### src/rtl/gtxe2_chnl_rx_align_ctrl.sv
`default_nettype none
// ============================================================================
// Module  : gtxe2_chnl_rx_align_ctrl
// Brief   : RX comma-aligner sequencer with an IDLE/HUNT/ACQ/LOCKED sync FSM,
//           code-error loss tracking, comma timeout and a realign counter.
// Revision: 1.0 - initial release
// ============================================================================
module gtxe2_chnl_rx_align_ctrl #(
  parameter int    ACQ_COMMAS    = 4,
  parameter int    LOSS_ERRORS   = 4,
  parameter int    GOOD_RECOVER  = 4,
  parameter int    COMMA_TIMEOUT = 1024,
  parameter string PCOMMA_EN     = "TRUE",
  parameter string MCOMMA_EN     = "TRUE",
  parameter string LOCK_ALIGN    = "TRUE",
  parameter int    CNT_W         = 16
) (
  input  logic             clk,
  input  logic             rst,
  input  logic             rxelecidle,
  input  logic             rxbyteisaligned,
  input  logic             rxbyterealign,
  input  logic             rxcommadet,
  input  logic             rx_err,
  input  logic             cnt_clr,
  output logic             RXCOMMADETEN,
  output logic             RXPCOMMAALIGNEN,
  output logic             RXMCOMMAALIGNEN,
  output logic             sync_ok,
  output logic             sync_lost,
  output logic [1:0]       state,
  output logic [CNT_W-1:0] realign_cnt
);

  localparam logic c_P_EN      = (PCOMMA_EN == "TRUE");
  localparam logic c_M_EN      = (MCOMMA_EN == "TRUE");
  localparam logic c_LOCK_FRZ  = (LOCK_ALIGN == "TRUE");

  localparam int c_CC_W  = $clog2(ACQ_COMMAS + 1);
  localparam int c_ERR_W = $clog2(LOSS_ERRORS + 1);
  localparam int c_GR_W  = $clog2(GOOD_RECOVER + 1);
  localparam int c_TMR_W = $clog2(COMMA_TIMEOUT + 1);

  localparam logic [c_CC_W-1:0]  c_CC_LAST  = c_CC_W'(ACQ_COMMAS - 1);
  localparam logic [c_ERR_W-1:0] c_ERR_LAST = c_ERR_W'(LOSS_ERRORS - 1);
  localparam logic [c_GR_W-1:0]  c_GR_LAST  = c_GR_W'(GOOD_RECOVER - 1);
  localparam logic [c_TMR_W-1:0] c_TMR_LAST = c_TMR_W'(COMMA_TIMEOUT - 1);

  typedef enum logic [1:0] {
    S_IDLE   = 2'd0,
    S_HUNT   = 2'd1,
    S_ACQ    = 2'd2,
    S_LOCKED = 2'd3
  } state_t;

  state_t             r_state;
  state_t             w_next;
  logic               r_sync_lost;
  logic [c_CC_W-1:0]  r_comma_cnt;
  logic [c_ERR_W-1:0] r_err_cnt;
  logic [c_GR_W-1:0]  r_good_run;
  logic [c_TMR_W-1:0] r_timer;
  logic [CNT_W-1:0]   r_realign_cnt;
  logic               w_timer_hit;
  logic               w_tracking;

  assign w_tracking  = (r_state == S_ACQ) || (r_state == S_LOCKED);
  assign w_timer_hit = w_tracking && !rxcommadet && (r_timer == c_TMR_LAST);

  // Next-state: elecidle overrides everything; within LOCKED, error loss
  // is checked ahead of the comma timeout.
  always_comb begin
    w_next = r_state;
    case (r_state)
      S_IDLE: begin
        w_next = S_HUNT;
      end
      S_HUNT: begin
        if (rxcommadet && rxbyteisaligned)
          w_next = (ACQ_COMMAS == 1) ? S_LOCKED : S_ACQ;
      end
      S_ACQ: begin
        if (rx_err)
          w_next = S_HUNT;
        else if (rxcommadet && (r_comma_cnt == c_CC_LAST))
          w_next = S_LOCKED;
        else if (w_timer_hit)
          w_next = S_HUNT;
      end
      S_LOCKED: begin
        if (rx_err && (r_err_cnt == c_ERR_LAST))
          w_next = S_HUNT;
        else if (w_timer_hit)
          w_next = S_HUNT;
      end
      default: w_next = S_IDLE;
    endcase
    if (rxelecidle)
      w_next = S_IDLE;
  end

  always_ff @(posedge clk) begin
    if (rst) begin
      r_state       <= S_IDLE;
      r_sync_lost   <= 1'b0;
      r_comma_cnt   <= '0;
      r_err_cnt     <= '0;
      r_good_run    <= '0;
      r_timer       <= '0;
      r_realign_cnt <= '0;
    end else begin
      r_state     <= w_next;
      r_sync_lost <= (r_state == S_LOCKED) && (w_next != S_LOCKED);

      // Idle timer restarts on any state change or comma.
      if ((w_next != r_state) || rxcommadet || !w_tracking)
        r_timer <= '0;
      else
        r_timer <= r_timer + c_TMR_W'(1);

      if (r_state == S_HUNT)
        r_comma_cnt <= c_CC_W'(1);
      else if ((r_state == S_ACQ) && rxcommadet)
        r_comma_cnt <= r_comma_cnt + c_CC_W'(1);

      // Leaky error bucket, only active while locked.
      if (r_state != S_LOCKED) begin
        r_err_cnt  <= '0;
        r_good_run <= '0;
      end else if (rx_err) begin
        r_err_cnt  <= r_err_cnt + c_ERR_W'(1);
        r_good_run <= '0;
      end else if (r_good_run == c_GR_LAST) begin
        r_good_run <= '0;
        if (r_err_cnt != '0)
          r_err_cnt <= r_err_cnt - c_ERR_W'(1);
      end else begin
        r_good_run <= r_good_run + c_GR_W'(1);
      end

      if (cnt_clr)
        r_realign_cnt <= '0;
      else if (rxbyterealign && RXCOMMADETEN && (r_realign_cnt != {CNT_W{1'b1}}))
        r_realign_cnt <= r_realign_cnt + CNT_W'(1);
    end
  end

  always_comb begin
    RXCOMMADETEN    = 1'b0;
    RXPCOMMAALIGNEN = 1'b0;
    RXMCOMMAALIGNEN = 1'b0;
    sync_ok         = 1'b0;
    case (r_state)
      S_HUNT, S_ACQ: begin
        RXCOMMADETEN    = 1'b1;
        RXPCOMMAALIGNEN = c_P_EN;
        RXMCOMMAALIGNEN = c_M_EN;
      end
      S_LOCKED: begin
        RXCOMMADETEN    = 1'b1;
        RXPCOMMAALIGNEN = c_P_EN && !c_LOCK_FRZ;
        RXMCOMMAALIGNEN = c_M_EN && !c_LOCK_FRZ;
        sync_ok         = 1'b1;
      end
      default: ;
    endcase
  end

  assign sync_lost   = r_sync_lost;
  assign state       = r_state;
  assign realign_cnt = r_realign_cnt;

endmodule
`default_nettype wire

### config.mk
export PLATFORM = sky130hd
export DESIGN_NAME = gtxe2_chnl_rx_align_ctrl
export DESIGN_NICKNAME = d
export VERILOG_FILES = /design/src/rtl/gtxe2_chnl_rx_align_ctrl.sv
export SDC_FILE = /design/constraint.sdc
export NUM_CORES = 1
export LEC_CHECK = 0
export CELL_PAD_IN_SITES_DETAIL_PLACEMENT = 0
export CELL_PAD_IN_SITES_GLOBAL_PLACEMENT = 1
export CORE_AREA = 5 5 60 103
export CTS_CLUSTER_SIZE = 14
export DETAILED_ROUTE_END_ITERATION = 16
export DIE_AREA = 0 0 65 108
export PLACE_DENSITY_LB_ADDON = 0.08
export SLEW_MARGIN = 20
export SYNTH_ARGS = -nofsm -noshare
export SYNTH_HDL_FRONTEND = slang
export SYNTH_SLANG_ARGS = --single-unit
### constraint.sdc
create_clock -name clk -period 4.2 [get_ports clk]
set_input_delay 0.84 -clock clk [delete_from_list [all_inputs] [get_ports clk]]
set_output_delay 0.84 -clock clk [all_outputs]
set_load 0.05 [all_outputs]
=== Word level (Yosys, flattened, before mapping) ===
Index checks and enable logic that the tools add are counted.

* Register bits after elaboration: 39
* Bits of input ports: 8
* Output and inout bits: 23
* Logic and storage cells: 67

* Add/sub/neg operators: 6
* Eq/ne operators: 11
* Mux-type cells: 15
* Reductions and logical operators: 27

{| class="wikitable"
|+ Operator list
! cell !! count
|-
| 16-bit by 1-bit adder with 16-bit output (second input constant) || 1
|-
| 16-bit != test (second input constant) || 1
|-
| 2-bit two-way mux || 6
|-
| 11-bit by 1-bit adder with 11-bit output (second input constant) || 1
|-
| 11-bit by 10-bit == test with 1-bit output (second input constant) || 1
|-
| 2-bit OR reduction || 5
|-
| 3-bit by 1-bit adder with 3-bit output (second input constant) || 3
|-
| 3-bit by 2-bit == test with 1-bit output (second input constant) || 3
|-
| 1-bit logical AND || 9
|-
| 3-bit two-way mux || 3
|-
| 2-bit case mux with 4 select lines || 1
|-
| 2-bit nonzero test || 3
|-
| 1-bit two-way mux || 5
|-
| 2-bit == test (second input constant) || 2
|-
| 2-bit != test (second input constant) || 2
|-
| 4-bit OR reduction || 1
|-
| 1-bit logical OR || 3
|-
| 3-bit nonzero test || 1
|-
| 3-bit OR reduction || 1
|-
| 3-bit by 1-bit subtractor with 3-bit output (second input constant) || 1
|-
| 2-bit by 1-bit == test with 1-bit output (second input constant) || 1
|-
| 1-bit zero test || 2
|-
| 2-bit zero test || 1
|-
| 2-bit != test || 1
|-
| 2-bit AND reduction || 1
|}

=== Logic depth before layout (Yosys ltp) ===
* Word-level depth: 13
* Depth in mapped cells: 8
* Gate-level depth less buffers: 7

=== Least setup slack after synthesis ===
No wires, ideal clock.

* Path kind: flip-flop to output port
* Start: register r_state[0] (netlist: state[0])
* End: output port RXPCOMMAALIGNEN
* Arrival: 1.775 ns
* Data required time: 3.360 ns
* Path slack: 1.585 ns
* Cell stages (with the launch flop): 4
* Buffers on the path: 1
* Path through: dfxtp_1 -> inv_1 -> ha_1 -> buf_4

* Cells in the longest elaborated chain, start to end: 3
* Elaborated cells between the ends (all ways): 4
* Classes of those cells: eq/ne (2); mux (1); reduce/logical (1)

{| class="wikitable"
|+ RTL lines
! what !! RTL line !! text
|-
| start: declaration || 56 || <nowiki>state_t r_state;</nowiki>
|-
| start signal: assignment || 112 || <nowiki>r_state <= w_next;</nowiki>
|-
| 2-bit == test / 2-bit by 1-bit == test with 1-bit output (equally long branches) || -- ||
|-
| 2-bit OR reduction (*) || -- ||
|-
| 1-bit two-way mux (*) || -- ||
|-
| end: declaration || 27 || <nowiki>output logic RXPCOMMAALIGNEN,</nowiki>
|}

Every way passes the cells marked *; elsewhere a longest branch is shown, timed or not.

=== Worst setup path in the final report ===
* Start: register r_state[0] (netlist: state[0])
* End: output port RXCOMMADETEN

* Cells in the longest elaborated chain, start to end: 3
* Elaborated cells between the ends (all ways): 5
* Classes of those cells: eq/ne (3); mux (1); reduce/logical (1)

{| class="wikitable"
|+ RTL lines
! what !! RTL line !! text
|-
| 2-bit == test / 2-bit by 1-bit == test with 1-bit output (equally long branches) || 153 || <nowiki>case (r_state)</nowiki>
|-
| 3-bit OR reduction (no source line) (*) || -- ||
|-
| 1-bit two-way mux (*) || 153 ||
|-
| end: declaration || 26 || <nowiki>output logic RXCOMMADETEN,</nowiki>
|}

Marked as above.

==> results.toml <==
[clock_tree]
worstSkewPairLatency_ns = 0.29
cts.path.max_buffers = 2
cts.repair.resized = 0
cts_root_buffer = "sky130_fd_sc_hd__clkbuf_8"
tritoncts = "built"
cts_hold_buffers = 0
cts.sinks = 39
numCtsBuffers = 5
post_cts_setup_driven_buffer_insertion_count = 0
clock_tree.htree_level_count = 2
clk_transition_reported_paths_ns = 0.07

[logic_synthesis]
yosys_most_used_dff = "sky130_fd_sc_hd__dfxtp_1"
post_synth.cell_area_avg_um2 = 8.64
mapped_nets = 255
synth-edff-count = 0
synth-seq-cells = 39
postSynthCellCount = 235
synth.yosys.seq_area_share_pct = 38.5
synth_top_area_share_pct = 38.5
netlist_top_cells_count = "sky130_fd_sc_hd__dfxtp_1, sky130_fd_sc_hd__nor2_1, sky130_fd_sc_hd__nand2_1"
synth_area_leader_cell = "sky130_fd_sc_hd__dfxtp_1"
synth_area_um2 = 2030
synthesis.yosys.warnings = 0
post_synth_num_cell_types = 49
ys_top_cells_by_area = "sky130_fd_sc_hd__dfxtp_1, sky130_fd_sc_hd__nor2_1, sky130_fd_sc_hd__ha_1"
synthArstFlopShare_pct = 0

[floorplanning]
placementRows = 35
die_w_um = 65
dieHeight_um = 108
design.core.area_um2 = 5210
design.portCount = 31
die_area_um2 = 7020
start_util_pct = 38.9

[worst_setup_path]
worst_setup_path_end_kind = "output port"
critPathMostFrequentCell = "sky130_fd_sc_hd__inv_1"
timing.critical_path.slowest_stage_cell = "sky130_fd_sc_hd__clkdlybuf4s50_1"
critPathMaxFanout = 7
critical_path_cell_list = "inv_1, ha_1, inv_1, clkdlybuf4s50_1"
timing.critical_path.required_ns = 3.36
crit_arrival_ns = 2.14
worst_path_largest_cell_delay_ns = 0.82
timing.critical_path.from_type = "flop"
worst_setup_path_type = "flop to output port"

[route]
drt.antenna.violating_nets = 0
drt-wirelength-per-cell_um = 14.4
finalWirelength_um = 4600
vias = 1713
drt_pre_antenna_iters = 4
remaining_drc_errors = 0
drt_iter0_markers = 46
vias_per_cell = 5.35

[timing]
slew_at_the_pin_closest_to_its_max_slew_limit_ns = 0.893
timing.clock.skew_ns = 0.00845
final_min_period_over_clock_period_pct = 70.9
timing.fmax_ghz = 0.336
timing_max_transition_violations_final = 0
setup_viol = 0
min_clock_period_post_route_ns = 2.98
timing.final.ws_setup_ns = 1.22
finalHoldViolations = 0
worst_case_headroom_to_the_max_slew_limit_pct = 40.2
fin_setup_tns_ns = 0
rsz0062_at_grt = "false"

[global_route]
maximum_number_of_pins_on_one_net_before_global_route_repair = 18
grt_util_all_layers_pct = 14.5
grt_pass1_vias = 1724
grt_first_pass_wirelength_um = 7870
total_grt_overflow = 0
antenna_violations_before_repair = 0

[hold_path]
hold_path_class = "flop to flop"

[placement]
port-buffer-count = 30
routabilityCongestion = 0.833
dp_slack_ns = 1.09
hpwlAfterDp_um = 3620

[final_layout]
drive_above_1_share_pct = 6.79
multiInputGateArea_um2 = 1160
area_growth_syn_to_layout_pct = 19.9
antenna_cells = 0
filler_cell_count = 545
num-nets-final = 284
regArea_um2 = 781

[job]
max-cap-violations = 0

[power_and_ir_drop]
p_per_area_nw_per_um2 = 273
p_total_uw = 663
ir_worst_vdd_uv = 213
power.static_leakage_nw = 0.865

[status]
run_status = "finished clean"
==> state kept, by name, summed over array words and instances (netlist names) <==
name / flops
state: 2
realign_cnt: 16
r_comma_cnt: 3
r_good_run: 3
r_timer: 11
r_err_cnt: 3
sync_lost: 1
==> path summary, 6_finish.rpt <==
check | start | end | slack [ns] | cells past startpoint
worst max-delay path | state[0]$_SDFF_PP0_ | RXCOMMADETEN | 1.22 | 4
worst min-delay path | r_good_run[0]$_SDFF_PP0_ | r_good_run[0]$_SDFF_PP0_ | 0.42 | 1
worst max register to register | state[0]$_SDFF_PP0_ | r_timer[4]$_SDFF_PP0_ | 1.70 | 7
worst min register to register | r_good_run[0]$_SDFF_PP0_ | r_good_run[0]$_SDFF_PP0_ | 0.42 | 1
==> where the power goes <==
part / total, mW / internal [mW] / leakage [nW] / switching, mW
Sequential: 0.373 / 0.371 / 0.314 / 0.00210
Clock: 0.245 / 0.117 / 0.0422 / 0.128
Combinational: 0.0456 / 0.0178 / 0.508 / 0.0278
Total: 0.663 / 0.505 / 0.865 / 0.158
==> metal layers <==
layer / wire, um / GRT usage, % / part of all wire (%)
met1: 1670 / 13.7 / 36
met2: 2620 / 27.9 / 57
met3: 171 / 3.43 / 3.7
met4: 145 / 7.26 / 3.2
met5: 0 / 0 / 0
==> per-stage QoR <==
stage | utilization (%) | area (um2) | instances | hold slack (ns)
after floorplan | - | 2030 | 235 | 0.397
after detailed placement | 45.1 | 2350 | 312 | 0.416
after global routing | 46.7 | 2430 | 320 | 0.459
final | 46.7 | 2430 | 320 | 0.421
after CTS | 46.7 | 2430 | 320 | 0.427
after global placement | 45.1 | 2350 | 312 | 0.407
==> logic make-up after synthesis <==
logic type / synth area share, %
buf+inv: 4.38
fa+ha+maj: 7.77
xor+xnor: 9.49
mux: 0.986
compound gates: 13.4
flops: 38.5
simple gates: 25.5
==> worst max-delay path, delay by kind of cell (launching register included) <==
kind / cells / cell delay [ns]
DFF: 1 / 0.48
adders and majority gates: 1 / 0.31
buffers and inverters: 3 / 1.06
==> cells in the final DEF (no fill, tap or decap), types with 2 or more instances in the layout <==
master and n:
sky130_fd_sc_hd__nor3_1 6, sky130_fd_sc_hd__xnor2_1 11, sky130_fd_sc_hd__nand2_1 18, sky130_fd_sc_hd__o21a_1 2
sky130_fd_sc_hd__nor2_1 39, sky130_fd_sc_hd__mux2i_1 2, sky130_fd_sc_hd__clkbuf_8 5, sky130_fd_sc_hd__and3_1 3
sky130_fd_sc_hd__a211oi_1 3, sky130_fd_sc_hd__dfxtp_1 39, sky130_fd_sc_hd__ha_1 11, sky130_fd_sc_hd__a21oi_1 11
sky130_fd_sc_hd__and3_2 3, sky130_fd_sc_hd__xor2_1 11, sky130_fd_sc_hd__nor2b_1 3, sky130_fd_sc_hd__and4_1 2
sky130_fd_sc_hd__inv_1 11, sky130_fd_sc_hd__o21ai_0 8, sky130_fd_sc_hd__o2111ai_1 4, sky130_fd_sc_hd__o211ai_1 2
sky130_fd_sc_hd__clkdlybuf4s50_1 30, sky130_fd_sc_hd__clkbuf_1 2, sky130_fd_sc_hd__nand4_1 5, sky130_fd_sc_hd__nand3_1 9
==> cell type report <==
cell class / instances / area share [%]
multi-input cells: 177 / 47.7
repair buffers: 30 / 12.3
well taps: 55 / 2.83
inverters: 11 / 1.70
clock buffers: 7 / 3.14
clock inverters: 1 / 0.206
flip-flops and latches: 39 / 32.1
Power figures use the tool's default switching activity.
